### src/rtl/sorter_pkg.sv
// Shared definitions for the odd-even merge sorter and its output transmitter.
// Holds the default word width and vector length, the index width they imply,
// and the word type used across the sorter datapath.
package sorter_pkg;

  localparam int DEF_W = 8;
  localparam int DEF_N = 16;
  localparam int IDX_W = $clog2(DEF_N);

  typedef logic [DEF_W-1:0] word_t;

endpackage

### src/rtl/sorted_vec_chk.sv
// Order checker for the sorted-vector transmitter. Remembers the last word
// accepted downstream and raises a sticky flag when a later word of the same
// vector is smaller (unsigned). Only built when SORTED_VEC_TX_CHECK_EN is set.
module sorted_vec_chk #(
  parameter int W = 8
) (
  input  logic         clk,
  input  logic         rst,
  input  logic         beat_fire,
  input  logic         first,
  input  logic [W-1:0] data,
  output logic         sort_err
);

  logic [W-1:0] prev_word;

  // Track the previous accepted word and latch any descending step until reset.
  always_ff @(posedge clk or posedge rst) begin
    if (rst) begin
      prev_word <= '0;
      sort_err  <= 1'b0;
    end else if (beat_fire) begin
      prev_word <= data;
      if (!first && (data < prev_word)) begin
        sort_err <= 1'b1;
      end
    end
  end

endmodule

### src/rtl/sorted_vec_tx.sv
// Streaming transmitter for sorted vectors. Captures one N-word vector per
// load handshake and emits it word by word (index 0 first) with a last marker.
// A one-deep pending buffer lets the next vector be handed over while the
// current one drains, so back-to-back vectors stream without a bubble.
// Optional order checking is enabled by defining SORTED_VEC_TX_CHECK_EN.
//
// Handshakes: a transfer happens on a rising edge where valid && ready.
// load_ready depends only on pending occupancy; out_valid depends only on the
// active buffer; neither ready is derived from the other side's valid.
module sorted_vec_tx
  import sorter_pkg::*;
#(
  parameter int W = DEF_W,
  parameter int N = DEF_N
) (
  input  logic                 clk,
  input  logic                 rst,
  input  logic                 load_valid,
  output logic                 load_ready,
  input  logic [W-1:0]         vec_in [0:N-1],
  output logic                 out_valid,
  input  logic                 out_ready,
  output logic [W-1:0]         out_data,
  output logic [$clog2(N)-1:0] out_idx,
  output logic                 out_last,
  output logic                 busy,
  output logic                 sort_err
);

  localparam int IB = $clog2(N);
  localparam logic [IB-1:0] LAST_IDX = IB'(N - 1);

  logic [W-1:0]  act_mem  [0:N-1];
  logic [W-1:0]  pend_mem [0:N-1];
  logic          act_v;
  logic          pend_v;
  logic [IB-1:0] idx;

  logic load_fire;
  logic beat_fire;
  logic last_fire;
  logic load_to_act;
  logic load_to_pend;
  logic pend_to_act;

  // Handshake decode and routing of an incoming vector or the pending one.
  always_comb begin
    load_ready   = !pend_v;
    load_fire    = load_valid && load_ready;
    beat_fire    = act_v && out_ready;
    last_fire    = beat_fire && (idx == LAST_IDX);
    // A load only reaches active when it is empty or just finished; pending
    // is necessarily empty in that case because load_ready would be low.
    load_to_act  = load_fire && (!act_v || last_fire);
    load_to_pend = load_fire && act_v && !last_fire;
    pend_to_act  = last_fire && pend_v;
  end

  // Vector storage; contents are don't-care while the matching valid is low.
  always_ff @(posedge clk) begin
    if (pend_to_act) begin
      act_mem <= pend_mem;
    end else if (load_to_act) begin
      act_mem <= vec_in;
    end
    if (load_to_pend) begin
      pend_mem <= vec_in;
    end
  end

  // Buffer occupancy and beat counter; the counter returns to 0 only via the
  // last beat or a fresh capture, so it never runs past N-1.
  always_ff @(posedge clk or posedge rst) begin
    if (rst) begin
      act_v  <= 1'b0;
      pend_v <= 1'b0;
      idx    <= '0;
    end else begin
      act_v  <= load_to_act || pend_to_act || (act_v && !last_fire);
      pend_v <= load_to_pend || (pend_v && !pend_to_act);
      if (load_to_act || last_fire) begin
        idx <= '0;
      end else if (beat_fire) begin
        idx <= idx + 1'b1;
      end
    end
  end

  // Stream outputs come straight from the active buffer and counter.
  always_comb begin
    out_valid = act_v;
    out_data  = act_mem[idx];
    out_idx   = idx;
    out_last  = act_v && (idx == LAST_IDX);
    busy      = act_v || pend_v;
  end

`ifdef SORTED_VEC_TX_CHECK_EN
  sorted_vec_chk #(
    .W(W)
  ) u_chk (
    .clk      (clk),
    .rst      (rst),
    .beat_fire(beat_fire),
    .first    (idx == '0),
    .data     (out_data),
    .sort_err (sort_err)
  );
`else
  assign sort_err = 1'b0;
`endif

endmodule

### config.mk
export PLATFORM = sky130hd
export DESIGN_NAME = sorted_vec_tx
export DESIGN_NICKNAME = d
export VERILOG_FILES = /design/src/rtl/sorter_pkg.sv /design/src/rtl/sorted_vec_chk.sv /design/src/rtl/sorted_vec_tx.sv
export SDC_FILE = /design/constraint.sdc
export NUM_CORES = 1
export LEC_CHECK = 0
export BUFFER_PORTS_ARGS = -buffer_cell sky130_fd_sc_hd__buf_2
export CELL_PAD_IN_SITES_DETAIL_PLACEMENT = 0
export CELL_PAD_IN_SITES_GLOBAL_PLACEMENT = 1
export CORE_MARGIN = 1
export CORE_UTILIZATION = 45
export CTS_CLUSTER_DIAMETER = 60
export DETAILED_ROUTE_END_ITERATION = 12
export PLACE_DENSITY = 0.77
export SYNTH_ARGS = -nofsm -noshare
export SYNTH_HDL_FRONTEND = slang
export SYNTH_HIERARCHICAL = 1
export SYNTH_SLANG_ARGS = --single-unit
### constraint.sdc
create_clock -name clk -period 9.7 [get_ports clk]
set_clock_uncertainty 0.15 [all_clocks]
set_input_delay 1.455 -clock clk [delete_from_list [all_inputs] [get_ports clk]]
set_output_delay 1.455 -clock clk [all_outputs]
set_load 0.05 [all_outputs]
==> reports/results.txt, run 1 <==
Status -> finished, final reports clean
Final instance area -> 12,800 sq um
Area Growth Syn to Fin -> 16.8%
Worst setup EP type -> output port
Initial antenna violation count -> 0
Global placer's final weighted congestion -> 0.831
Grt peak-use layer -> met2
Max Clk Rate -> 216 MHz
Initial Util -> 46.3%
Row count -> 56
RSZ-0062 raised after global routing -> no
Critical Path End -> out_data[2]
Post-synthesis mux area share -> 23.4%
CTS Buf Count -> 27
CTS tree -> built
Capturing point of the worst reg2reg path -> act_mem[122]
Max-cap check violation count -> 0
CP max FO -> 19
CP startpoint -> out_idx[1]
GR Util met1 -> 24.4%
Share of post-route cells with drive strength above 1 -> 52.2%
Minimum clock period -> 4.62 ns
Top-area cell type share of the netlist area -> 70.0%
Setup violators final -> 0
PD cells -> 237 nW/um^2
Crit share post-route -> 47.6%
Post-DRT Antenna Nets -> 0
Core footprint -> 23,700 sq um
Post-DP HPWL -> 14.3 mm
Cell Area, Synth -> 11,000 sq um
Cell variety after synth -> 28
Pin count of the biggest net entering global routing -> 93
Hold Crit Class -> flip-flop to flip-flop
Worst Reg-to-Reg Cells -> 4
WS Path Type -> flip-flop to output port
First-pass GRT wire length -> 31.7 mm
Die X-Extent -> 158 um
Yosys warns -> 6
Yosys top cell by area -> edfxtp_1
Asr flop ratio synth -> 2.29%
Vias in the first global route -> 5,473
Initial DRC count -> 366
Drt wl/cell -> 20.9 um
Synth Area in Compound Gates -> 1.48%
Post-synth EDFFs -> 256
Hold Violations, Final -> 0
Largest family of logic cells by synthesized area -> multiplexers
R2R setup slack -> 5.72 ns
Vias -> 5,196
H-tree depth -> 1
Final nets -> 798
Crit path launch type -> flip-flop
DR pass1 iterations -> 4
Ys flop type -> edfxtp_1
Area contributors post-synth -> edfxtp_1 (70%), mux2_4 (15%), mux4_2 (6.6%)
Worst-Skew Late Latency -> 0.52 ns
DIE HEIGHT -> 158 um
Routing usage on met2 -> 27.0%
Io pins -> 149
Hold_buf cts -> 0
Grt met3 use -> 2.87%
Full die area -> 25,000 sq um
Synth Area in XOR/XNOR -> 0.0798%
Worst r2r src -> out_idx[2]
WL final -> 20.9 mm
Post-CTS setup buffers -> 0
Diodes inserted -> 0
CP Data Required Time -> 8.10 ns
Sequential element share of the synthesized area -> 71.4%
Mapped Cells -> 509
Placed Cells incl. Taps -> 955
Worst VDD drop -> 0.190 mV
Post-synth top cells -> edfxtp_1 (256), mux2_4 (109), mux4_2 (32)
Total global routing overflow -> 0
Fin cells -> 1,003
Post-DR vias/cell -> 5.18
Longest Clk Path Bufs -> 3
Core Util, Final -> 54.1%
CTS sink count -> 262
Synth Area in Adders -> 0.114%
Critical path arrival -> 3.02 ns
Clock-pin slew on the worst setup and hold paths -> 0.06 ns
P_leak -> 4.87 nW
Post-cts sizing count -> 0
Dpl cell area -> 12,000 sq um
IO Port Bufs -> 147
#FFs+latches synth -> 262
Setup TNS -> 0 ns
Slew Limit Headroom -> 22.8%
Post-synthesis simple-gate area fraction -> 1.39%
Syn Area/Cell -> 21.6 sq um
Worst-Margin Slew -> 1.16 ns
Slew Viols, Final -> 0
Top-count cell post-synth -> edfxtp_1
All-Layer GR Usage -> 17.0%
Clk root buf -> clkbuf_16
Post-route DRC -> 0
Net Count, Synth -> 642
[area by class of cell]
cell class	count	area [sq um]
clock buffers	37	733
clock inverters	11	110
fillers	1904	10900
inverters	3	11.3
multi-input cells	218	2940
flip-flops and latches	262	7840
well taps	319	399
repair buffers	153	781
[layout by cell type, fill, tap and decap left out, drive strengths merged, types with 2 or more instances in the layout]
cell type	count
a21oi	4
a22oi	16
buf	153
bufinv	2
clkbuf	37
clkinv	6
clkinvlp	2
dfrtp	6
edfxtp	256
inv	4
mux2	128
mux4	32
nand2	14
nand3	6
nor2	4
nor2b	2
o21ai	3
[registers in the layout, indices dropped and copies added (netlist names)]
register,flops
out_idx,4
act_mem,128
pend_mem,128
out_valid,1
pend_v,1
[worst min-delay path by stage]
stage                             from           to  slack (ns)  cells past startpoint
after global routing      pend_mem[60]  act_mem[60]        0.41                      1
final                     pend_mem[60]  act_mem[60]        0.40                      1
after global placement     pend_mem[2]   act_mem[2]        0.38                      1
after CTS                 pend_mem[53]  act_mem[53]        0.40                      1
after detailed placement   pend_mem[2]   act_mem[2]        0.38                      1
after floorplan            pend_mem[0]   act_mem[0]        0.37                      1
[routing by layer]
layer	wire length, um	vias up	part of all wire (%)
met3	1180	21	5.6
met2	10100	156	48
met5	0	-	0
li1	-	2378	-
met4	283	0	1.4
met1	9340	2641	45
[metrics by stage]
| stage | hold WS, ns | setup WS [ns] | total power, mW |
|---|---|---|---|
| 2_1_floorplan | 0.375 | 1.20 | 1.90 |
| 3_3_place_gp | 0.382 | 5.58 | 2.07 |
| 3_5_place_dp | 0.384 | 5.42 | 2.08 |
| 4_1_cts | 0.398 | 5.01 | 3.07 |
| 5_1_grt | 0.405 | 4.93 | 3.16 |
| 6_report | 0.396 | 5.08 | 3.04 |
[cell families (layout without fill, tap and decap cells)]
kind of cell,count (synthesis),in the layout
buffers and inverters,29,204
xor gates and xnor gates,1,1
muxes,160,160
and+or+nand+nor,31,31
DFF,262,262
adders and majority gates,1,1
other,1,1
AOI/OAI and AO/OA,24,24
[report_power, final]
group	leakage, nW	internal, mW	total (mW)	switching [mW]
Clock	0.406	0.580	0.986	0.406
Combinational	2.09	0.267	0.660	0.394
Sequential	2.37	1.32	1.39	0.0759
[critical path, stage by stage (launching register included)]
cell     delay, ns
dfrtp_2       0.74
buf_4         0.45
mux4_2        0.57
a22oi_1       0.36
nand2_1       0.14
buf_2         0.23
Note: power is estimated with default switching activity, not from simulation.
==> inputs of run 2 (changes only) <==
--- a/config.mk
+++ b/config.mk
@@ -5,6 +5,7 @@
 export SDC_FILE = /design/constraint.sdc
 export NUM_CORES = 1
 export LEC_CHECK = 0
+export ABC_AREA = 1
 export BUFFER_PORTS_ARGS = -buffer_cell sky130_fd_sc_hd__buf_2
 export CELL_PAD_IN_SITES_DETAIL_PLACEMENT = 0
 export CELL_PAD_IN_SITES_GLOBAL_PLACEMENT = 1
@@ -12,7 +13,7 @@
 export CORE_UTILIZATION = 45
 export CTS_CLUSTER_DIAMETER = 60
 export DETAILED_ROUTE_END_ITERATION = 12
-export PLACE_DENSITY = 0.77
+export PLACE_DENSITY = 0.8
 export SYNTH_ARGS = -nofsm -noshare
 export SYNTH_HDL_FRONTEND = slang
 export SYNTH_HIERARCHICAL = 1
==> constraint.sdc (replaced) <==
create_clock -name clk -period 4.6 [get_ports clk]
set_clock_uncertainty 0.15 [all_clocks]
set_input_delay 0.69 -clock clk [delete_from_list [all_inputs] [get_ports clk]]
set_output_delay 0.69 -clock clk [all_outputs]
set_load 0.05 [all_outputs]
==> run 2 against run 1 <==
Compared with the run above:
- routed wire length up 20%
- core utilization is 1.3 points lower
- die area up 4.3%
- clock power up 130%
- setup slack worse by 4.2 ns
- design area grew 3.4%
==> reports/results.txt, run 2 <==
Worst path bufs/invs -> 2
Syn Area/Cell -> 10.1 sq um
Worst setup EP type -> output port
CP Data Required Time -> 3.76 ns
Clock-pin slew on the worst setup and hold paths -> 0.06 ns
Worst r2r src -> out_idx[1]
Synth Area in Compound Gates -> 0.240%
Setup TNS -> 0 ns
CTS sink count -> 262
#FFs+latches synth -> 262
Initial DRC count -> 727
Worst setup margin -> 0.852 ns
Yosys warns -> 6
R2R setup slack -> 1.49 ns
Crit path launch type -> flip-flop
Post-synthesis mux area share -> 0%
DIE HEIGHT -> 162 um
CP startpoint -> out_idx[0]
Vias -> 7,784
Grt peak-use layer -> met1
H-tree depth -> 1
FF+latch area -> 7840 sq um
Yosys top cell by area -> edfxtp_1
Core Util, Final -> 52.8%
DR pass1 iterations -> 6
Top-area cell type share of the netlist area -> 67.1%
Synth Area in XOR/XNOR -> 0.153%
Filler cells -> 2,295
Cell Area, Synth -> 11,500 sq um
Multi-input gate area -> 2740 sq um
Worst VDD drop -> 0.351 mV
Top-count cell post-synth -> nand2_1
Status -> finished, final reports clean
Initial Util -> 45.6%
Post-route DRC -> 0
Hold Violations, Final -> 0
Max Clk Rate -> 267 MHz
Power Total -> 7.37 mW
Hold Crit Class -> input pin to flip-flop
Area contributors post-synth -> edfxtp_1 (67%), nand2_1 (19%), inv_1 (4.2%)
CP delay by family, top -> buffers and inverters
All-Layer GR Usage -> 19.9%
Post-Place Setup Slack -> 1.42 ns
Post-DR vias/cell -> 4.81
WS Path Type -> flip-flop to output port
Worst-Skew Late Latency -> 0.54 ns
Share of post-route cells with drive strength above 1 -> 16.1%
Post-synth EDFFs -> 256
Post-CTS setup buffers -> 0
Global placer's final weighted congestion -> 0.802
Grt met3 use -> 2.36%
Max-cap check violation count -> 0
CP max FO -> 65
PD cells -> 556 nW/um^2
Synth Area in Adders -> 0.109%
Setup violators final -> 0
Longest Clk Path Bufs -> 3
Commonest non-fill, non-tap cell in the layout -> nand2_1
Hold_sp -> vec_in[53]
Drt wl/cell -> 15.5 um
Post-DRT Antenna Nets -> 0
Net Count, Synth -> 1,263
Area Growth Syn to Fin -> 15.7%
WHS -> 0.186 ns
Slew Limit Headroom -> 24.3%
Critical path arrival -> 2.91 ns
Crit-path cells -> inv_2 -> nand2_1 -> nand2_1 -> nand2_1 -> nand3_1 -> nand3_1 -> nand2_1 -> buf_2
Post-DP HPWL -> 16.5 mm
Crit path top cell by count -> nand2_1
Slew Viols, Final -> 0
Post-synth top cells -> nand2_1 (581), edfxtp_1 (256), inv_1 (128)
Cell variety after synth -> 23
Sequential element share of the synthesized area -> 68.4%
Crit path max-delay cell type -> inv_2
P_leak -> 5.96 nW
Vias in the first global route -> 7,530
WL final -> 25.1 mm
Pin count of the biggest net entering global routing -> 106
First-pass GRT wire length -> 40.5 mm
Crit-path max cell delay -> 0.87 ns
Asr flop ratio synth -> 2.29%
IO Port Bufs -> 147
Row count -> 58
Final nets -> 1,400
Diodes inserted -> 0
Ys flop type -> edfxtp_1
Minimum clock period -> 3.75 ns
Io pins -> 149
CTS tree -> built
Mapped Cells -> 1,130
RSZ-0062 raised after global routing -> no
Initial antenna violation count -> 0
Routing usage on met2 -> 30.1%
CTS Buf Count -> 29
Core footprint -> 25,100 sq um
Crit share post-route -> 81.5%
Leading cell types in the layout, fill and taps excluded -> nand2_1 (581), edfxtp_1 (256), buf_2 (147)
Worst-Margin Slew -> 1.14 ns
Die X-Extent -> 162 um
Clk root buf -> clkbuf_16
GR Util met1 -> 30.4%
Largest family of logic cells by synthesized area -> simple AND/OR/NAND/NOR gates
Post-synthesis simple-gate area fraction -> 23.3%
Total global routing overflow -> 0
Full die area -> 26,100 sq um
## run 2: cell types whose count changed in the layout (fill, tap and decap cells not counted), moves of 3 or more
| cell | before | now |
|---|---|---|
| clkbuf_1 | 8 | 4 |
| mux2_4 | 109 | 0 |
| nor2_4 | 0 | 3 |
| a22oi_1 | 16 | 0 |
| nand3_1 | 5 | 82 |
| mux4_2 | 32 | 0 |
| mux2_2 | 19 | 0 |
| clkinv_1 | 3 | 10 |
| nand2_1 | 14 | 581 |
| inv_1 | 3 | 127 |
## run 2: stage by stage
stage	std cells	area [sq um]
finish	1619	13300
global route	1619	13300
CTS	1619	13300
detailed placement	1565	12300
global placement	1565	12300
floorplan	1130	11500
## run 2: cells by family after synthesis
group,Yosys count
simple gates,676
flops,262
buf+inv,183
compound gates,5
xor+xnor,2
fa+ha+maj,1
other cells,1
## run 2: final timing paths
path	endpoint	depth (start not counted)
min in group asynchronous	pend_v	3
max in group asynchronous	out_idx[0]	3
worst min register to register	act_mem[90]	2
worst max-delay path	out_data[6]	8
worst min-delay path	pend_mem[53]	1
worst max register to register	act_mem[13]	7
## run 2: where the power goes
part	leakage [nW]	total, mW	internal (mW)	switching (mW)
combinational	3.11	1.98	0.493	1.49
sequential	2.39	3.10	2.96	0.140
clock	0.460	2.29	1.37	0.916
## run 2: cell type report
cell class / count / area share (%)
flip-flops and latches: 262 / 59.1
repair buffers: 157 / 6.23
well taps: 330 / 3.12
multi-input cells: 685 / 20.6
clock inverters: 20 / 1.51
inverters: 132 / 3.76
clock buffers: 33 / 5.59
## run 2: per-layer routing
metal,vias up,share of wire (%)
met1,3648,47
met3,37,5.2
met2,230,45
li1,3869,-
met4,0,2.3
met5,-,0
## run 2: timing repair
item | in CTS | in global routing
gates resized for setup | 0 | 0
hold buffers | 1 | 0
hold endpoints to repair | 6 | 0
==> inputs of run 3 (changes only) <==
==> constraint.sdc (replaced) <==
create_clock -name clk -period 3.5 [get_ports clk]
set_clock_uncertainty 0.15 [all_clocks]
set_input_delay 0.525 -clock clk [delete_from_list [all_inputs] [get_ports clk]]
set_output_delay 0.525 -clock clk [all_outputs]
set_load 0.05 [all_outputs]
==> run 3 against run 2 <==
Compared with the run above:
- sequential power up 31%
- register-to-register slack lost 0.97 ns
- via count shrank 1.3%
- flip-flop and latch count is the same
- total power rose by 30%
- clock power rose by 21%
- design area grew 0.37%
- combinational power increased by 39%
==> reports/results.txt, run 3 (synthesis results as in run 2) <==
Global placer's final weighted congestion -> 0.817
Worst-Skew Late Latency -> 0.53 ns
Leading cell types in the layout, fill and taps excluded -> nand2_1 (581), edfxtp_1 (256), buf_2 (147)
CP max FO -> 27
Clock-pin slew on the worst setup and hold paths -> 0.06 ns
Hold Violations, Final -> 0
Crit-path cells -> inv_2 -> buf_4 -> nand2_1 -> nand3_1 -> nand2_1 -> nand2_1 -> nand2_1 -> inv_1 -> nand2_1 -> buf_2
Minimum clock period -> 3.22 ns
WS Path Type -> flip-flop to output port
CTS tree -> built
Initial Util -> 45.6%
Diodes inserted -> 0
First-pass GRT wire length -> 39.5 mm
Routed wl met2 -> 11.6 mm
Crit path launch type -> flip-flop
Setup violators final -> 0
CTS Buf Count -> 28
Die X-Extent -> 162 um
Worst Reg-to-Reg Cells -> 9
Full die area -> 26,100 sq um
Crit share post-route -> 92.0%
Dpl cell area -> 12,400 sq um
Initial DRC count -> 685
All-Layer GR Usage -> 19.5%
Io pins -> 149
Setup TNS -> 0 ns
Hold Crit Class -> input pin to flip-flop
Post-route DRC -> 0
PD cells -> 722 nW/um^2
Post-DR vias/cell -> 4.73
Drt wl/cell -> 15.5 um
Final nets -> 1,407
CTS sink count -> 262
Worst setup EP type -> output port
Initial antenna violation count -> 0
R2R setup slack -> 0.52 ns
Capturing point of the worst reg2reg path -> act_mem[87]
Core footprint -> 25,100 sq um
P_leak -> 5.96 nW
Crit path top cell by count -> nand2_1
WL met1 -> 11.6 mm
Slew Limit Headroom -> 17.4%
Top routing layer used -> met4
Vias in the first global route -> 7,416
Crit path max-delay cell type -> inv_2
Detail Route met3 WL -> 1.30 mm
Longest Clk Path Bufs -> 3
Slew Viols, Final -> 0
Worst-Margin Slew -> 1.24 ns
Worst VDD drop -> 0.391 mV
Final instance area -> 13,300 sq um
WHS -> 0.0350 ns
Critical Path End -> out_data[1]
Commonest non-fill, non-tap cell in the layout -> nand2_1
Share of post-route cells with drive strength above 1 -> 16.9%
Placed Cells incl. Taps -> 1,570
Total global routing overflow -> 0
Max-cap check violation count -> 0
Critical path arrival -> 2.55 ns
Clk root buf -> clkbuf_16
Post-DRT Antenna Nets -> 0
Post-DP HPWL -> 16.0 mm
WL final -> 25.1 mm
Area Growth Syn to Fin -> 16.1%
Worst r2r src -> out_idx[0]
CP startpoint -> out_idx[0]
H-tree depth -> 1
Status -> finished, final reports clean
CP Data Required Time -> 2.82 ns
IO Port Bufs -> 147
Vias -> 7,686
Filler cells -> 2,307
DR pass1 iterations -> 7
RSZ-0062 raised after global routing -> no
DIE HEIGHT -> 162 um
Fin cells -> 1,626
Row count -> 58
Crit-path max cell delay -> 0.43 ns
Pin count of the biggest net entering global routing -> 109
Max Clk Rate -> 311 MHz
run 3: layer usage:
layer	track usage (%)	up-vias
met5	0	-
met4	5.10	0
met3	2.77	47
met2	31.0	236
met1	28.1	3532
li1	-	3871
run 3: worst max-delay path: cells and delay by family, from the launching register on:
| kind | cells | cell delay (ns) |
|---|---|---|
| simple gates | 6 | 0.52 |
| flops | 1 | 0.41 |
| buf+inv | 4 | 1.07 |
run 3: how the worst min path moves through the flow:
stage                start            end  slack, ns  depth (start not counted)
6_report        vec_in[75]   pend_mem[75]       0.04                          1
5_1_grt        vec_in[120]  pend_mem[120]       0.01                          1
4_1_cts          vec_in[9]    pend_mem[9]      0.007                          1
3_5_place_dp           rst         pend_v       0.32                          2
3_3_place_gp           rst         pend_v       0.32                          2
2_1_floorplan          rst     out_idx[2]       0.17                          1
run 3: timing repair:
action	CTS	global route
buffers inserted	0	3
hold buffers	1	0
endpoints found under the setup margin	0	4
resized for setup	0	1
hold endpoints to repair	6	0
run 3: through the flow:
step	setup WS (ns)	power, mW	utilization (%)
after CTS	0.0719	9.67	52.8
after global placement	0.615	6.86	49.3
final	0.280	9.61	53.0
after global routing	0.128	10.1	53.0
after detailed placement	0.548	6.87	49.3
after floorplan	0.00333	6.01	-
run 3: area by class of cell:
type	instances	area [sq um]	area share [%]
inverters	132	505	3.80
repair buffers	165	936	7.04
clock inverters	11	75.1	0.564
well taps	330	413	3.10
flip-flops and latches	262	7840	59.0
multi-input cells	685	2740	20.6
clock buffers	41	791	5.94
run 3: report_power, final:
| group | internal (mW) | total (mW) | switching [mW] |
|---|---|---|---|
| Clock | 1.63 | 2.78 | 1.15 |
| Sequential | 3.90 | 4.07 | 0.168 |
| Combinational | 0.735 | 2.76 | 2.03 |
| Total | 6.27 | 9.61 | 3.34 |
